## config.mk

```make
export PLATFORM = sky130hd
export DESIGN_NAME = pipeline_hazard_unit
export DESIGN_NICKNAME = d
export VERILOG_FILES = /design/src/rtl/pipeline_hazard_unit_pkg.sv /design/src/rtl/pipeline_hazard_unit_sat_counter.sv /design/src/rtl/pipeline_hazard_unit.sv
export SDC_FILE = /design/constraint.sdc
export NUM_CORES = 1
export LEC_CHECK = 0
export CAP_MARGIN = 40
export CORE_AREA = 2 2 113 115
export CTS_BUF_LIST = sky130_fd_sc_hd__clkbuf_4
export CTS_CLUSTER_SIZE = 40
export DETAILED_ROUTE_END_ITERATION = 12
export DIE_AREA = 0 0 115 117
export PLACE_DENSITY_LB_ADDON = 0.08
export SETUP_SLACK_MARGIN = 0.4
export SYNTH_ARGS = -nofsm -noshare
export SYNTH_HDL_FRONTEND = slang
export SYNTH_SLANG_ARGS = --single-unit
```

## constraint.sdc

```tcl
create_clock -name clk -period 2.3 [get_ports clk]
set_input_delay 0.575 -clock clk [delete_from_list [all_inputs] [get_ports clk]]
set_output_delay 0.575 -clock clk [all_outputs]
set_load 0.01 [all_outputs]
```

## src/rtl/pipeline_hazard_unit_pkg.sv

```systemverilog
// Shared types and parameter defaults for the pipeline hazard unit.
//   hz_entry_t : one shadow-pipeline slot {valid, wr_en, wr_id, is_load}
//   fwd_sel_t  : internal forward-select code (0 = regfile, k = stage k)
package pipeline_hazard_unit_pkg;

  localparam int unsigned DEPTH_DEF      = 4;
  localparam int unsigned LOAD_READY_DEF = 2;
  localparam int unsigned REG_W_DEF      = 5;

  // Storage width for register ids and select codes; covers REG_W <= 8, DEPTH <= 15.
  localparam int unsigned HZ_ID_W    = 8;
  localparam int unsigned SEL_MAX_W  = 4;

  typedef struct packed {
    logic               valid;
    logic               wr_en;
    logic [HZ_ID_W-1:0] wr_id;
    logic               is_load;
  } hz_entry_t;

  typedef logic [SEL_MAX_W-1:0] fwd_sel_t;

  localparam hz_entry_t HZ_BUBBLE = '0;

endpackage

```

## src/rtl/pipeline_hazard_unit_sat_counter.sv

```systemverilog
// Saturating event counter: counts up by one per cycle with inc=1, sticks at all-ones.
//   clk, rst (async active-low), inc -> count
module sat_counter #(
  parameter int unsigned CNT_W = 32
) (
  input  logic             clk,
  input  logic             rst,
  input  logic             inc,
  output logic [CNT_W-1:0] count
);

  logic [CNT_W-1:0] count_q;
  logic [CNT_W-1:0] count_d;

  always_comb begin
    count_d = count_q;
    if (inc && (count_q != '1)) count_d = count_q + CNT_W'(1);
  end

  always_ff @(posedge clk or negedge rst) begin
    if (!rst) count_q <= '0;
    else      count_q <= count_d;
  end

  assign count = count_q;

endmodule

```

## src/rtl/pipeline_hazard_unit.sv

```systemverilog
// Hazard detection / forwarding unit for an in-order pipeline.
// Tracks pending register writes of the DEPTH stages after ID and produces:
//   stall       : hold PC and IF/ID, bubble into EX (load-use or ext_hold)
//   flush_id    : discard IF/ID on a redirect resolved in EX
//   fwd_*_sel   : 0 = register file, k = result of stage k (youngest producer)
//   *_count     : saturating load-use stall / flush event counters
module pipeline_hazard_unit
  import pipeline_hazard_unit_pkg::*;
#(
  parameter int unsigned DEPTH      = DEPTH_DEF,
  parameter int unsigned LOAD_READY = LOAD_READY_DEF,
  parameter int unsigned REG_W      = REG_W_DEF,
  parameter int unsigned CNT_W      = 32
) (
  input  logic                       clk,
  input  logic                       rst,
  input  logic                       id_valid,
  input  logic [REG_W-1:0]           id_rs,
  input  logic [REG_W-1:0]           id_rt,
  input  logic                       id_rs_used,
  input  logic                       id_rt_used,
  input  logic                       id_wr_en,
  input  logic [REG_W-1:0]           id_wr_id,
  input  logic                       id_is_load,
  input  logic                       ex_redirect,
  input  logic                       ext_hold,
  output logic                       stall,
  output logic                       flush_id,
  output logic [$clog2(DEPTH+1)-1:0] fwd_rs_sel,
  output logic [$clog2(DEPTH+1)-1:0] fwd_rt_sel,
  output logic [CNT_W-1:0]           stall_count,
  output logic [CNT_W-1:0]           flush_count
);

  localparam int unsigned SEL_W = $clog2(DEPTH + 1);

  // ent_q[k] models stage k+1 (index 0 = EX, DEPTH-1 = committing stage).
  hz_entry_t ent_q [DEPTH];
  hz_entry_t ent_d [DEPTH];

  fwd_sel_t rs_sel, rt_sel;
  logic     rs_unready, rt_unready;
  logic     load_use;
  logic     stall_inc;

  // Youngest-producer search: scanning old->young lets the youngest overwrite.
  always_comb begin
    rs_sel     = '0;
    rt_sel     = '0;
    rs_unready = 1'b0;
    rt_unready = 1'b0;
    for (int k = DEPTH - 1; k >= 0; k--) begin
      if (ent_q[k].valid && ent_q[k].wr_en && id_rs_used && (id_rs != '0) &&
          (ent_q[k].wr_id == HZ_ID_W'(id_rs))) begin
        rs_sel     = fwd_sel_t'(k + 1);
        rs_unready = ent_q[k].is_load && ((k + 1) < int'(LOAD_READY));
      end
      if (ent_q[k].valid && ent_q[k].wr_en && id_rt_used && (id_rt != '0) &&
          (ent_q[k].wr_id == HZ_ID_W'(id_rt))) begin
        rt_sel     = fwd_sel_t'(k + 1);
        rt_unready = ent_q[k].is_load && ((k + 1) < int'(LOAD_READY));
      end
    end
    // Load data not yet available: nothing to forward, the stall covers it.
    if (rs_unready) rs_sel = '0;
    if (rt_unready) rt_sel = '0;
  end

  // Control with priority ext_hold > ex_redirect > load-use.
  always_comb begin
    load_use   = id_valid && (rs_unready || rt_unready);
    flush_id   = ex_redirect && !ext_hold;
    stall      = ext_hold || (load_use && !ex_redirect);
    stall_inc  = load_use && !ex_redirect && !ext_hold;
    fwd_rs_sel = SEL_W'(rs_sel);
    fwd_rt_sel = SEL_W'(rt_sel);
  end

  // Shadow pipeline advance; frozen under ext_hold.
  always_comb begin
    ent_d = ent_q;
    if (!ext_hold) begin
      for (int k = DEPTH - 1; k > 0; k--) ent_d[k] = ent_q[k-1];
      if (id_valid && !stall && !flush_id) begin
        ent_d[0].valid   = 1'b1;
        ent_d[0].wr_en   = id_wr_en;
        ent_d[0].wr_id   = HZ_ID_W'(id_wr_id);
        ent_d[0].is_load = id_is_load;
      end else begin
        ent_d[0] = HZ_BUBBLE;
      end
    end
  end

  always_ff @(posedge clk or negedge rst) begin
    if (!rst) begin
      for (int k = 0; k < DEPTH; k++) ent_q[k] <= HZ_BUBBLE;
    end else begin
      for (int k = 0; k < DEPTH; k++) ent_q[k] <= ent_d[k];
    end
  end

  sat_counter #(.CNT_W(CNT_W)) u_stall_cnt (
    .clk   (clk),
    .rst   (rst),
    .inc   (stall_inc),
    .count (stall_count)
  );

  sat_counter #(.CNT_W(CNT_W)) u_flush_cnt (
    .clk   (clk),
    .rst   (rst),
    .inc   (flush_id),
    .count (flush_count)
  );

endmodule

```

## Yosys cells after proc, flatten, opt, wreduce, memory -nomap -nowiden

Index checks and enable logic that the tools add are counted.

- Bits in registers: 105
- Bits of input ports: 24
- Output and inout bits: 72
- Word-level logic and storage cells: 84

- Add/subtract/negate cells: 2
- Equal/unequal tests: 10
- Multiplexer cells: 13
- Reduce and logical (&&, ||, !) cells: 44

Operator list:

| cell | count |
|---|---|
| $add A32 B1 Y32 const B | 2 |
| $eq A8 B5 Y1 | 8 |
| $ne A32 B32 Y1 const B | 2 |
| $logic_and A1 B1 Y1 | 36 |
| $mux W3 | 10 |
| $mux W11 | 1 |
| $reduce_bool A5 Y1 | 2 |
| $logic_not A1 Y1 | 4 |
| $logic_or A1 B1 Y1 | 2 |
| $mux W1 | 2 |

## Logic depth before layout (Yosys ltp)

Gate-level depths: netlist of the first run.

- Depth in word-level cells: 13
- Gate-level depth with buffers: 8
- Mapped depth without buffers: 7

## Hierarchy

From an unflattened synthesis of the first run, not the netlist that was laid out.

- Cells, all modules: 458
- Area, all modules: 5014.8 sq um

By module, submodules not included:

| module | instances | cells an instance | area an instance (sq um) | sequential area each (sq um) |
|---|---|---|---|---|
| sat_counter | 2 | 151 | 1624.1 | 800.8 |
| pipeline_hazard_unit | 1 | 156 | 1766.7 | 725.7 |

## Worst setup path before layout of the first run

No wires, ideal clock.

- Kind: in2out
- Start point: input id_rt[2]
- End point: output fwd_rt_sel[2]
- Data arrival time: 2.056 ns
- Data required time: 1.725 ns
- Slack: -0.331 ns
- Stages: 6
- Path buffers: 1
- Cells stage by stage: buf_2 or4_4 o21ai_2 or4_1 nand2_1 nor4_1

- Cells in the longest elaborated chain, start to end: 8
- Elaborated cells between the ends (all ways): 19
- Those cells by class: eq/ne (4); mux (6); reduce/logical (9)

RTL lines:

| what | line | source |
|---|---|---|
| from (decl) | pipeline_hazard_unit.sv:19 | `input logic [REG_W-1:0] id_rt,` |
| $reduce_bool A5 Y1 | pipeline_hazard_unit.sv:58 | `if (ent_q[k].valid && ent_q[k].wr_en && id_rt_used && (id_rt != '0) &&` |
| $logic_and A1 B1 Y1 (2 in series) | pipeline_hazard_unit.sv:58 |  |
| $mux W3 (4 in series) | pipeline_hazard_unit.sv:58 |  |
| $mux W3 (*) | pipeline_hazard_unit.sv:66 | `if (rt_unready) rt_sel = '0;` |
| to (decl) | pipeline_hazard_unit.sv:30 | `output logic [$clog2(DEPTH+1)-1:0] fwd_rt_sel,` |

Mark *: on every way between the ends. The rest lies on a longest branch, timed or not.

## Worst setup path in the final report of the first run

- Start point: input id_rt[3]
- End point: output fwd_rt_sel[2]

Same word-level chain as after synthesis.

==> flow_results.org, run 1 <==
** CTS
- Root Driver :: clkbuf_4
- The clock tree synthesis step divided the H-tree into 3 levels.
- CTS sink count :: slightly above 90
- TritonCTS clock tree :: done
- Total clock buffers created by CTS :: 9
- Reg clk slew, reported paths :: 0.14 ns
- The clock reaches the later pin of the worst-skew pair after roughly 0.46 ns.
- Counting along the longest clock path gives a buffer depth of 2.

** Global routing
- In the global route stage, overall resource usage came out at 0.202.
- The initial antenna violation count was 0.
- The first global-routing pass estimated ~21 mm of wire.
- Remaining Overflow, GRT :: 0
- Entering global routing, the biggest net connects 47 pins.
- Vias in the first global route :: 4249

** Power and ir drop
- For this design the static power due to leakage is between 4 and 5 nW.
- IR drop worst, VDD :: roughly 570 µV
- Power consumption :: roughly 0.0033 W
- Switching pwr :: between 0.0009 and 0.001 W
- Of the total power, combinational logic draws 0.217.
- Internal power comes to ~0.0023 W.
- Dividing total power by cell area gives a power density of a little over 400 mW/mm².
- Of the total power, registers draw 0.553.
- The share of total power dissipated in the clock network is 0.231.
- Switching share of power :: 0.295

** Synthesis
- For this run, asynchronously set or reset flops after synthesis account for 1.00.
- The synthesized netlist occupies a cell area of approximately 0.0048 mm².
- Of the total synthesized cell area, the portion taken by AND, OR, NAND and NOR gates is 0.204.
- Counting flops with a built-in enable in the synthesized netlist gives 0.
- Syn_nets :: ~460
- Cells taking the most area after synthesis :: dfrtp_1 49%, xnor2_1 9.5%, xor2_1 8.9%
- Multiplexer share of the synthesized area :: 0.0581
- Syn Area/Cell :: 11.0 µm²
- Share of Yosys cell area claimed by the top area cell type :: 0.485
- Commonest cells post-synth :: 93 x dfrtp_1, 52 x xnor2_1, 49 x xor2_1, 32 x nand2_1, 28 x nand4_1
- Count of unique library cells instantiated by Yosys :: 40
- Dominant combinational cell family by area after synthesis :: simple AND/OR/NAND/NOR gates
- Sequential area share after synthesis :: 0.485
- Synthesis produced 436 cells.
- Synthesis inferred 93 register bits.
- Primary FF master, synth :: dfrtp_1
- Most instantiated library cell after synthesis :: dfrtp_1
- Share of the synthesized netlist area taken by xor and xnor gates :: 0.184
- The compound-gate portion of the synthesized area came to 0.0349.
- For this run, the number of Yosys warnings is 0.
- Share of synthesized cell area in full adder, half adder and majority cells :: 0.00522
- Largest area contributor in the netlist :: dfrtp_1

** Floorplan
- DIE AREA :: roughly 0.013 mm²
- 96 I/O pins were placed.
- Core area :: 0.0123 mm²
- In this run the vertical extent of the chip is about 120 µm.
- Die Span X :: about 120 µm
- The initialized floorplan defines 41 standard-cell rows.
- For this configuration, the core starts out at a cell density of 0.390.

** Drt
- The detailed router finished its first iteration with between 150 and 200 violations.
- Using the TritonRoute via totals, the vias-per-cell ratio works out to a little over 5.
- For this run, the detailed router's first-pass iteration total came to 4.
- For this run, design rule violations remaining after detail routing come to 0.
- Post-DRT Antenna Nets :: 0
- Across all layers, the routed design uses between 4000 and 5000 vias.
- Mean routed wirelength per cell :: 16.5 µm
- Wires add up to between 10 and 15 mm.

** Worst setup path
- The slowest stage of the critical path is the or4_4 cell.
- For the worst setup path, the data required time is roughly 1.7 ns.
- The largest single stage delay on the critical path is about 0.50 ns.
- Data on the critical path arrives at its endpoint at between 2 and 2.5 ns.
- Crit path max fanout :: 4
- The worst setup path is launched from a primary input.
- The startpoint identified for the worst register-to-register timing path is ent_q[34].
- STA classifies the critical path endpoint as an output pin.
- The critical path is of the in2out type.
- Walking the worst path, the cells encountered are buf_2 > or4_4 > o21ai_4 > buf_6 > nor4_4 > inv_1 > nand2_2 > nor4_4 > buf_2.
- The critical path starts at id_rt[3].

** Layout
- Layout cells sized above 1 :: 0.470
- In the final design database the tool counted about 720 nets.
- Compared with the post-synthesis result, the final layout area differs by 66.4%.
- Once layout is complete, the cells apart from fillers number between 800 and 900.
- Finished layout cell area :: roughly 0.008 mm²

** Timing
- The max-slew violation total from the final report was 0.
- Time the worst path needs with I/O delays and setup :: approximately 2.8 ns
- Transition time of the tightest slew-check pin :: 0.535 ns
- Post-route fraction of the period consumed by the critical path :: 1.20
- Endpoints failing hold :: 0
- The worst pin sits at a relative slew slack of 0.641.
- Fmax achieved :: 0.361 GHz
- Setup violations remaining at the end of the flow were counted as 21.
- Unrepaired setup endpoints after global routing :: yes
- Final WS setup :: -0.469 ns
- Worst clock skew :: between 0.02 and 0.025 ns

** Worst hold path
- In this run the worst hold path is classified as reg2reg.
- Start point of the worst min-delay path :: u_flush_cnt.count[17]

** Placed design
- Port Buffers :: 95
- HPWL after detailed placement :: 8.89 mm
- Before CTS, the worst setup slack after placement is -1.13 ns.
- Post-detailed-placement cell area :: about 0.0065 mm²
- Counting tap cells, the placed design contains a total of about 720 instances.
- Final Wtd Congestion :: a little over 0.9

** Status
- The flow ran to the end, but the final reports show violations.
- The final reports fail on setup timing.

** Run
- Across the run, the number of max-cap violations was 0.
[flip-flops by register name (all words and copies together) (netlist names)]
signal	count
u_stall_cnt.count	32
ent_q	29
u_flush_cnt.count	32
[final timing paths]
check                                   endpoint  slack, ns  cells past startpoint
hold reg to reg            u_flush_cnt.count[17]       0.52                      1
hold / removal             u_flush_cnt.count[17]       0.52                      1
setup / recovery                   fwd_rt_sel[2]      -0.47                      9
min in group asynchronous  u_stall_cnt.count[26]       0.55                      2
max in group asynchronous  u_flush_cnt.count[28]       1.04                      3
setup reg to reg           u_stall_cnt.count[30]      -0.33                     14
[routing by layer]
metal | wire length, µm | vias up | track usage | share of wire
met5 | 0 | - | 0 | 0
met4 | 231 | 0 | 0.0699 | 0.016
met3 | 473 | 20 | 0.0309 | 0.034
met2 | 7220 | 95 | 0.344 | 0.52
met1 | 6090 | 2128 | 0.264 | 0.43
li1 | - | 2053 | - | -
[final cells by class]
class / count / area (µm²)
fill: 992 / 4330
multi-input combinational: 318 / 3040
sequential: 93 / 2340
timing repair buffer: 267 / 2290
tap: 150 / 188
clock buffer: 9 / 67.6
clock inverter: 6 / 31.3
inverter: 7 / 28.8
antenna: 1 / 2.50
[power by group through the flow]
stage	logic (W)	registers, W	clock network [W]
global placement	0.000564	0.00189	0
finish	0.000716	0.00183	0.000762
floorplan	0.000260	0.00189	0
global route	0.000777	0.00184	0.000864
CTS	0.000672	0.00182	0.000787
detailed placement	0.000566	0.00189	0
[cells in the final DEF, fill, tap and decap left out, drive strengths merged, types with 2 or more instances in the layout]
| cell type | Yosys | routed |
|---|---|---|
| nand2 | 32 | 32 |
| nand4 | 28 | 28 |
| dfrtp | 93 | 93 |
| inv | 7 | 7 |
| nor4 | 17 | 17 |
| xor2 | 49 | 49 |
| and2 | 3 | 3 |
| nand3 | 21 | 21 |
| clkdlybuf4s15 | 0 | 10 |
| o211ai | 2 | 2 |
| clkbuf | 6 | 12 |
| and3 | 14 | 14 |
| nand2b | 4 | 4 |
| clkinv | 0 | 4 |
| mux2 | 23 | 23 |
| clkinvlp | 0 | 2 |
| nor3 | 17 | 17 |
| and4 | 4 | 4 |
| clkdlybuf4s50 | 0 | 9 |
| dlygate4sd2 | 0 | 56 |
| a22o | 7 | 7 |
| or4 | 5 | 5 |
| buf | 12 | 188 |
| xnor2 | 52 | 52 |
| mux2i | 2 | 2 |
| ha | 2 | 2 |
| nor2 | 24 | 24 |
| o21ai | 2 | 2 |
[per-stage QoR]
stage / setup TNS, ns / hold slack [ns] / util
detailed placement: -35.42 / 0.483 / 0.530
floorplan: -2.59 / 0.279 / -
global placement: -36.05 / 0.482 / 0.530
global route: -4.52 / 0.535 / 0.648
finish: -3.53 / 0.515 / 0.649
CTS: -3.34 / 0.500 / 0.606
[cells by family (layout without fill, tap and decap cells)]
family / count (synthesis) / count (layout)
other: 0 / 1
buffers and inverters: 25 / 289
adder cells (fa/ha/maj): 2 / 2
AO/OA/AOI/OAI: 16 / 16
AND/OR/NAND/NOR: 174 / 174
flip-flops: 93 / 93
XOR/XNOR: 101 / 101
multiplexers: 25 / 25
[worst max-delay path, delay by kind of cell]
kind / cells / cell delay (ns)
buf+inv: 4 / 0.55
compound gates: 1 / 0.19
simple gates: 4 / 0.88
[repair_timing]
item / CTS / global route
setup buffers: 84 / 26
hold endpoints to repair: 10 / 0
hold buffers: 1 / 0
setup endpoints to repair: 140 / 84
pin swaps: 47 / 57
gates resized for setup: 201 / 82
Power figures use the tool's default switching activity.
==> run 2: changes to the inputs <==
--- a/config.mk
+++ b/config.mk
@@ -11,6 +11,7 @@
 export CTS_CLUSTER_SIZE = 40
 export DETAILED_ROUTE_END_ITERATION = 12
 export DIE_AREA = 0 0 115 117
+export HOLD_SLACK_MARGIN = 0.03
 export PLACE_DENSITY_LB_ADDON = 0.08
 export SETUP_SLACK_MARGIN = 0.4
 export SYNTH_ARGS = -nofsm -noshare
==> results of run 2 <==
Same layout as run 1: the final DEF is identical, and so are final timing and power.
==> run 3: changes to the inputs <==
--- a/config.mk
+++ b/config.mk
@@ -6,11 +6,10 @@
 export NUM_CORES = 1
 export LEC_CHECK = 0
 export CAP_MARGIN = 40
-export CORE_AREA = 2 2 113 115
-export CTS_BUF_LIST = sky130_fd_sc_hd__clkbuf_4
+export CORE_AREA = 3 3 114 116
 export CTS_CLUSTER_SIZE = 40
 export DETAILED_ROUTE_END_ITERATION = 12
-export DIE_AREA = 0 0 115 117
+export DIE_AREA = 0 0 117 119
 export HOLD_SLACK_MARGIN = 0.03
 export PLACE_DENSITY_LB_ADDON = 0.08
 export SETUP_SLACK_MARGIN = 0.4
==> run 3 against run 2 <==
  * The flow still finishes with violations (setup timing)
  * Sequential cell count did not move
  * Core utilization rose by 0.88 points
  * Global-route usage fell by 0.78 points
  * First-iteration DRC count fell by 24%
  * Cell area fell by 1.1%
  * Die area rose by 3.5%
  * Clock-buffer cell count rose by 3
  * Final cell count fell by 4.5%
  * Clock power rose by 110%
  * Critical path depth did not move
  * Sequential share of layout area rose by 0.33 points
  * Wire length fell by 3.9%
  * Critical path type unchanged
  * Critical endpoint is now fwd_rt_sel[1]
  * Highest routed layer unchanged
==> flow_results.org, run 3 (synthesized netlist as in run 1, its figures left out) <==
** Power and ir drop
- Clock network power share :: 0.382
- Static leakage power :: 4.29 nW
- Summing internal, switching and leakage power gives ~0.0041 W.
- Of the total power, the share spent switching nets is 0.256.
- Pwr dens :: 519 mW/mm²
- Switching pwr :: 0.00105 W
- IR drop worst, VDD :: roughly 540 µV
- Of the total power, registers draw 0.451.
- Combinational group share of total power :: 0.166
- Design internal power :: slightly above 0.003 W

** Floorplan
- Number of placed I/O pins :: between 90 and 100
- Core area :: about 0.012 mm²
- From left edge to right edge, the die measures approximately 120 µm.
- Initial core utilization :: 0.399
- Die span in y :: 119 µm
- FP Rows :: 40
- The floorplan step defined a die boundary enclosing roughly 0.014 mm².

** Timing
- Finish-stage setup viols :: between 40 and 50
- Post-route fraction of the period consumed by the critical path :: 1.16
- Remaining max-slew budget at the tightest pin :: 0.680
- At the pin with the least slew margin, the transition time is 0.476 ns.
- Setup repair after global routing could not meet its margin everywhere.
- For the final database, setup skew stands at approximately 0.0084 ns.
- Once routing completed, OpenROAD measured the worst setup slack at -0.365 ns.
- Fmax achieved :: ~0.38 GHz
- Endpoints failing hold :: 0
- For the finished layout, the period the worst path requires is ~2.7 ns.
- The max-slew violation total from the final report was 0.
- The tightest hold path in the finished design has a slack of ~0.13 ns.

** Layout
- In the final layout, the share of cells above drive strength 1 is 0.434.
- Leading cell type in the layout, fill and taps excluded :: buf_4
- Finished layout cell area :: just under 0.008 mm²
- 0 antenna diodes ended up in the layout.
- Relative to the synthesized area, the layout overhead comes to 64.6%.
- Highest-count cells in the layout ignoring fill and taps :: 109 x buf_4, 84 x dfrtp_1, 49 x xor2_1, 46 x xnor2_1
- The net count of the finished layout is between 600 and 700.
- Post-Layout Cell Count :: between 800 and 900

** CTS
- Root Driver :: clkbuf_16
- TritonCTS built the clock tree.
- CTS sink count :: 93
- Source-to-sink clock delay at the later pin of the worst-skew pair :: around 0.34 ns
- Reg clk slew, reported paths :: ~0.07 ns
- Counting the buffers created by CTS gives 9.
- The H-tree generated during clock tree synthesis spans 3 levels.
- Buffers from clock root to sink, at most :: 2

** Global routing
- The number of global-route vias before repair came to 4291.
- Wire length of the first global-routing pass :: about 22 mm
- The total overflow left after global routing is 0.
- Aggregate global-route resource usage :: 0.194
- Entering global routing, the biggest net connects 43 pins.
- Initial antenna violation count :: 0

** Worst setup path
- Most used cell, CP :: buf_6
- Nature of the critical path endpoint :: output pin
- At the worst endpoint, the arrival time is approximately 2.1 ns.
- The cell family contributing the most delay on the critical path is buffers and inverters.
- Data required time of the worst path :: 1.73 ns
- For flop-to-flop paths, the worst setup slack is -0.13 ns.
- Startpoint types :: primary input
- The largest single stage delay on the critical path is approximately 0.54 ns.
- Ordered list of cells on the worst path :: buf_8 > or4_4 > o21ai_4 > nor3_4 > buf_6 > buf_4 > buf_6 > a21oi_2 > buf_2
- Of all nets on the critical path, the largest fanout is 3.
- The number of buffers and inverters on the critical path is 5.
- The worst setup path is of the in2out kind.
- Critical path's slowest cell :: or4_4

** Placed design
- Port Buffers :: 95
- HPWL after detailed placement :: roughly 8.9 mm
- The placed instances occupy a cell area of between 0.006 and 0.007 mm².
- Placed Cells :: 723
- The congestion estimate from routability-driven global placement came to 0.829.
- Pre-CTS setup slack :: -1.18 ns

** Status
- The flow ran to the end, but the final reports show violations.
- Violations in the final reports :: setup timing

** Drt
- DRC violation total after the first TritonRoute iteration :: 149
- Drt drc :: 0
- Via-per-instance ratio :: around 5.1
- Mean routed wirelength per cell :: 16.6 µm
- DRT Pass-1 Iters :: 4
- For this block, the via count after detailed routing is 4153.
- Wires add up to 13.5 mm.
- Post-DRT Antenna Nets :: 0

** Worst hold path
- Hold WC Path Type :: in2async

** Run
- Max-cap check violation count :: 0
run 3: cell types whose count changed in the layout (fill, tap and decap cells not counted), moves of 6 or more:
cell	before	now
buf_6	27	21
dlymetal6s2s_1	0	22
clkbuf_4	9	0
xnor2_1	40	46
clkbuf_16	0	9
clkdlybuf4s15_1	10	0
dlygate4sd2_1	56	26
xnor2_2	12	5
clkdlybuf4s50_1	9	28
buf_4	139	109
run 3: area by class of cell:
cell class | count | area (µm²)
Clock buffer | 12 | 267
Clock inverter | 4 | 55.1
Fill cell | 954 | 4120
Inverter | 7 | 28.8
Multi-Input combinational cell | 318 | 2880
Sequential cell | 93 | 2340
Tap cell | 147 | 184
Timing Repair Buffer | 232 | 2140
run 3: power groups by stage:
stage	Clock [W]	Combinational, W	Sequential [W]
after floorplan	0	0.000260	0.00189
after global placement	0	0.000570	0.00189
after detailed placement	0	0.000581	0.00189
after CTS	0.00162	0.000631	0.00184
after global routing	0.00169	0.000744	0.00186
final	0.00157	0.000682	0.00185
run 3: final timing paths:
kind | from | to | cells after the start
max in group asynchronous | rst | u_flush_cnt.count[29] | 2
hold reg to reg | u_flush_cnt.count[19] | u_flush_cnt.count[19] | 1
setup reg to reg | ent_q[35] | u_stall_cnt.count[10] | 13
min in group clk | u_flush_cnt.count[19] | u_flush_cnt.count[19] | 1
hold / removal | rst | u_stall_cnt.count[29] | 1
setup / recovery | id_rt[1] | fwd_rt_sel[1] | 9
run 3: stage by stage:
| step | util | TNS, ns |
|---|---|---|
| 2_1_floorplan | - | -2.59 |
| 3_3_place_gp | 0.547 | -32.24 |
| 3_5_place_dp | 0.547 | -33.98 |
| 4_1_cts | 0.626 | -5.83 |
| 5_1_grt | 0.657 | -10.46 |
| 6_report | 0.657 | -7.93 |
run 3: routing by layer:
metal | GRT usage | vias up | routed length (µm)
li1 | - | 1978 | -
met1 | 0.251 | 2078 | 5610
met2 | 0.328 | 85 | 7200
met3 | 0.0330 | 12 | 498
met4 | 0.0631 | 0 | 157
met5 | 0 | - | 0
run 3: what timing repair did:
item                                    CTS  global route
pin swaps                                45            43
resized for setup                       172            57
cloned                                    1             0
hold buffers                              0             0
buffers inserted                         56            17
endpoints found under the setup margin  119            93
